<file path="src/rtl/wptr_full_ctrl.sv">
`default_nettype none
// ============================================================================
// Module   : wptr_full_ctrl
// Purpose  : Write-domain pointer and status controller for a dual-clock FIFO.
//            Keeps the binary/Gray write pointers and synchronises the Gray
//            read pointer into wclk. Produces registered full, almost-full
//            and fill-level outputs, plus a sticky overflow flag.
// Revision : 1.0 - initial release
// ============================================================================
module wptr_full_ctrl #(
  parameter int ASIZE       = 4,
  parameter int SYNC_STAGES = 2
) (
  input  logic             wclk,
  input  logic             rst,
  input  logic             winc,
  input  logic [ASIZE:0]   rptr_gray,
  input  logic [ASIZE:0]   afull_thresh,
  input  logic             clr_ovf,
  output logic [ASIZE:0]   wptr,
  output logic [ASIZE-1:0] waddr,
  output logic             wfull,
  output logic             walmost_full,
  output logic [ASIZE:0]   wlevel,
  output logic             wovf
);

  // Synchroniser chain; the newest sample enters at bit-slice 0.
  logic [SYNC_STAGES-1:0][ASIZE:0] r_sync;
  logic [ASIZE:0]                  w_wq_rptr;

  logic [ASIZE:0] r_wbin;
  logic [ASIZE:0] r_wptr;
  logic           r_wfull;
  logic           r_walmost_full;
  logic [ASIZE:0] r_wlevel;
  logic           r_wovf;

  logic           w_accept;
  logic [ASIZE:0] w_wbinnext;
  logic [ASIZE:0] w_wgraynext;
  logic [ASIZE:0] w_rbin_sync;
  logic [ASIZE:0] w_diff;
  logic [ASIZE:0] w_full_match;

  assign w_wq_rptr = r_sync[SYNC_STAGES-1];

  // Shift the asynchronous Gray read pointer through the flop chain
  always_ff @(posedge wclk or posedge rst) begin
    if (rst) begin
      r_sync <= '0;
    end else begin
      r_sync <= {r_sync[SYNC_STAGES-2:0], rptr_gray};
    end
  end

  // Gray-to-binary: each binary bit is the XOR of all Gray bits at or above it
  genvar gi;
  generate
    for (gi = 0; gi <= ASIZE; gi++) begin : g_gray2bin
      assign w_rbin_sync[gi] = ^w_wq_rptr[ASIZE:gi];
    end
  endgenerate

  assign w_accept     = winc & ~r_wfull;
  assign w_wbinnext   = r_wbin + {{ASIZE{1'b0}}, w_accept};
  assign w_wgraynext  = w_wbinnext ^ (w_wbinnext >> 1);
  assign w_diff       = w_wbinnext - w_rbin_sync;
  // Full when the write pointer is exactly one lap ahead of the read pointer:
  // in Gray code that means the top two bits differ and the rest match.
  assign w_full_match = {~w_wq_rptr[ASIZE:ASIZE-1], w_wq_rptr[ASIZE-2:0]};

  // Advance the write pointers and register the derived status flags
  always_ff @(posedge wclk or posedge rst) begin
    if (rst) begin
      r_wbin         <= '0;
      r_wptr         <= '0;
      r_wfull        <= 1'b0;
      r_walmost_full <= 1'b0;
      r_wlevel       <= '0;
    end else begin
      r_wbin         <= w_wbinnext;
      r_wptr         <= w_wgraynext;
      r_wfull        <= (w_wgraynext == w_full_match);
      r_walmost_full <= (w_diff >= afull_thresh);
      r_wlevel       <= w_diff;
    end
  end

  // Sticky overflow: a write attempt while full wins over a same-edge clear
  always_ff @(posedge wclk or posedge rst) begin
    if (rst) begin
      r_wovf <= 1'b0;
    end else if (winc && r_wfull) begin
      r_wovf <= 1'b1;
    end else if (clr_ovf) begin
      r_wovf <= 1'b0;
    end
  end

  assign wptr         = r_wptr;
  assign waddr        = r_wbin[ASIZE-1:0];
  assign wfull        = r_wfull;
  assign walmost_full = r_walmost_full;
  assign wlevel       = r_wlevel;
  assign wovf         = r_wovf;

endmodule
`default_nettype wire
</file>
<file path="config.mk">
export PLATFORM = sky130hd
export DESIGN_NAME = wptr_full_ctrl
export DESIGN_NICKNAME = d
export VERILOG_FILES = /design/src/rtl/wptr_full_ctrl.sv
export SDC_FILE = /design/constraint.sdc
export NUM_CORES = 1
export LEC_CHECK = 0
export ABC_AREA = 1
export CAP_MARGIN = 5
export CORE_MARGIN = 3
export CORE_UTILIZATION = 45
export CTS_CLUSTER_DIAMETER = 40
export DETAILED_ROUTE_END_ITERATION = 10
export PLACE_DENSITY = 0.73
export SYNTH_ARGS = -nofsm -noshare
export SYNTH_HDL_FRONTEND = slang
export SYNTH_SLANG_ARGS = --single-unit
</file>
<file path="constraint.sdc">
create_clock -name wclk -period 3.07 [get_ports wclk]
set_clock_uncertainty 0.2 [all_clocks]
set_input_delay 0.921 -clock wclk [delete_from_list [all_inputs] [get_ports wclk]]
set_output_delay 0.921 -clock wclk [all_outputs]
set_load 0.03 [all_outputs]
</file>
==> flow_metrics.env <==
export IMPL_layout_drive_gt1_share_pct=18.82
export IMPL_min_period_ps=2803
export IMPL_cts_tree="done"
export IMPL_fillers=226
export IMPL_ys_types=23
export IMPL_antenna_left=0
export IMPL_finalSetupViolCount=0
export IMPL_synth_cell_area_sq_mm=0.001349
export IMPL_grt_util_met3_pct=3.191
export IMPL_die_y_microns=60.75
export IMPL_drcViolationCount=2
export IMPL_via_count=1042
export IMPL_dp_hpwl_mm=2.156
export IMPL_violations="DRC"
export IMPL_slew_headroom_pct=77.42
export IMPL_synthCells=136
export IMPL_async_reset_ff_share_pct=100.0
export IMPL_syn_nets=161
export IMPL_critPathMaxStageDelay_ps=280
export IMPL_crit_fanout=4
export IMPL_h_tree_depth=1
export IMPL_powerDensity_mw_per_mm2=1158
export IMPL_grt_pass1_wl_mm=4.533
export IMPL_finalSetupTns_ps=0
export IMPL_wl_per_cell_microns=12.31
export IMPL_worstPathRequired_ps=3100
export IMPL_vias_per_cell=4.802
export IMPL_grt_util_met1_pct=20.19
export IMPL_tightest_slew_ps=338.6
export IMPL_yosysWarnings=0
export IMPL_grt_pass1_vias=1049
export IMPL_die_x_microns=60.75
export IMPL_fp_coreArea_sq_mm=0.002805
export IMPL_final_nets=212
export IMPL_drv_cap=0
export IMPL_cts_made_buffers=3
export IMPL_outcome="finished with violations"
export IMPL_totalPowerFinal_uw=2133
export IMPL_post_route_period_util_pct=91.30
export IMPL_cts_root_buf="clkbuf_4"
export IMPL_diodes=0
export IMPL_globalRouteMet2Util_pct=29.62
export IMPL_path_class="in2reg"
export IMPL_mostFrequentLayoutCell="clkdlybuf4s50_1"
export IMPL_min_path_type="reg2reg"
export IMPL_worst_slack_ps=267.0
export IMPL_clk_latency_ps=320
export IMPL_critPathCaptureType="flip-flop"
export IMPL_dpl_worst_slack_ps=-614.6
export IMPL_start_util_pct=48.08
export IMPL_track_usage_pct=16.80
export IMPL_path_cells="clkbuf_2 > nand3_4 > inv_1 > ha_1 > inv_1 > nand2_1 > nand2_2 > ha_4 > nand2_1 > o21ai_0 > xor2_1 > ha_1 > a21oi_1 > o21bai_1"
export IMPL_grt_max_degree=28
export IMPL_syn_to_final_growth_pct=36.55
export IMPL_peakVddDrop_uv=553.3
export IMPL_grt_busiest_layer="met2"
export IMPL_ys_seq_area_share_pct=50.09
export IMPL_firstDrtPassIters=7
export IMPL_crit_arrival_ps=2830
export IMPL_rsz0062_at_grt="no"
export IMPL_layout_cells_most_common_list="clkdlybuf4s50_1 (29), nand2_1 (28), dfrtp_1 (27), inv_1 (25), buf_4 (16)"
export IMPL_die_area_sq_mm=0.003690
export IMPL_drt_iter0_drc=53
export IMPL_hold_violations=0
export IMPL_antenna_found_initial=0
export IMPL_overflow=0
export IMPL_critPathLaunchType="input pin"
export IMPL_portBuffers=30
export IMPL_avgSynthCellArea_sq_um=9.918
export IMPL_ys_ff_latch=27
export IMPL_rows=19
export IMPL_cts_sinks=27
export IMPL_finalWirelength_mm=2.672
export IMPL_max_freq_ghz=0.3568
export IMPL_io_pins=31
export IMPL_synth_main_ff_cell="dfrtp_1"
export IMPL_path_clk_slew_ps=140
export IMPL_drv_slew=0
export IMPL_synth_edff_count=0
export IMPL_cp_slowest_cell="ha_4"
export IMPL_p_leak_uw=0.0009318
export IMPL_cts_max_path_buffers=2
export IMPL_finalWeightedCongestion=0.8599
layout make-up:
type                    count  area (sq um)  area share (%)
clock buffers               4         26.28           1.427
inverters                  26         97.59           5.299
multi-input cells          83         588.1           31.93
flip-flops and latches     27         675.6           36.68
well taps                  31         38.79           2.106
repair buffers             46         415.4           22.55
where the power goes:
part	internal, uW	switching [uW]
Clock	51.0	104
Sequential	478	76.6
Combinational	645	778
Total	1170	959
registers in the layout, indices dropped and copies added, names as in the netlist:
signal and cells:
wlevel 5, wovf 1, w_wq_rptr 5, r_sync 5, r_wbin 5, wfull 1, walmost_full 1, wptr 4
layer usage:
metal	part of all wire, %	routed length, microns
met5	0	0
met4	2.1	55
met2	51	1375
met3	5.0	134
met1	41	1107
worst max-delay path, delay by kind of cell:
family | cells | cell delay [ps]
buf+inv | 3 | 260
compound gates | 3 | 400
simple gates | 4 | 290
xor+xnor | 1 | 230
fa+ha+maj | 3 | 730
cell families after synthesis:
logic type,synth area share [%]
simple gates,19.67
flops,50.09
buf+inv,7.235
compound gates,4.731
fa+ha+maj,10.76
xor+xnor,7.515
Yosys cell counts (2+ instances only):
library cell | number | area [sq um]
inv_1 | 25 | 93.84
ha_1 | 10 | 125.1
o21bai_1 | 2 | 15.01
nand3b_1 | 2 | 15.01
nand3_1 | 11 | 55.05
nand2_1 | 28 | 105.1
xor2_2 | 2 | 32.53
dfrtp_1 | 27 | 675.7
nor2_1 | 3 | 11.26
nand2_2 | 6 | 37.54
xnor2_1 | 3 | 26.28
a21oi_1 | 3 | 15.01
o21ai_0 | 2 | 10.01
xor2_1 | 3 | 26.28
stage by stage:
step / utilization [%] / cell area (sq um) / hold WS [ps] / std cells
CTS: 64.81 / 1818 / 169.2 / 215
global route: 65.66 / 1842 / 187.4 / 217
global placement: 63.65 / 1785 / 132.2 / 210
floorplan: - / 1349 / 131.2 / 136
detailed placement: 63.65 / 1785 / 136.5 / 210
finish: 65.66 / 1842 / 167.0 / 217
final timing paths:
kind                              start            to  slack [ps]  cells past startpoint
max reg2reg                w_wq_rptr[4]  walmost_full         270                     11
min                           r_sync[3]  w_wq_rptr[3]         170                      0
min in group asynchronous           rst     wlevel[4]         730                      3
max                                winc  walmost_full         270                     14
max in group asynchronous           rst       wptr[3]        1690                      3
min reg2reg                   r_sync[3]  w_wq_rptr[3]         170                      0
timing repair:
action / 4_1_cts / 5_1_grt
hold buffers: 0 / 0
setup buffers: 1 / 2
setup endpoints to repair: 1 / 1
gates resized for setup: 1 / 3
pin swaps: 1 / 2
No activity file was read; power rests on OpenSTA's default activity.
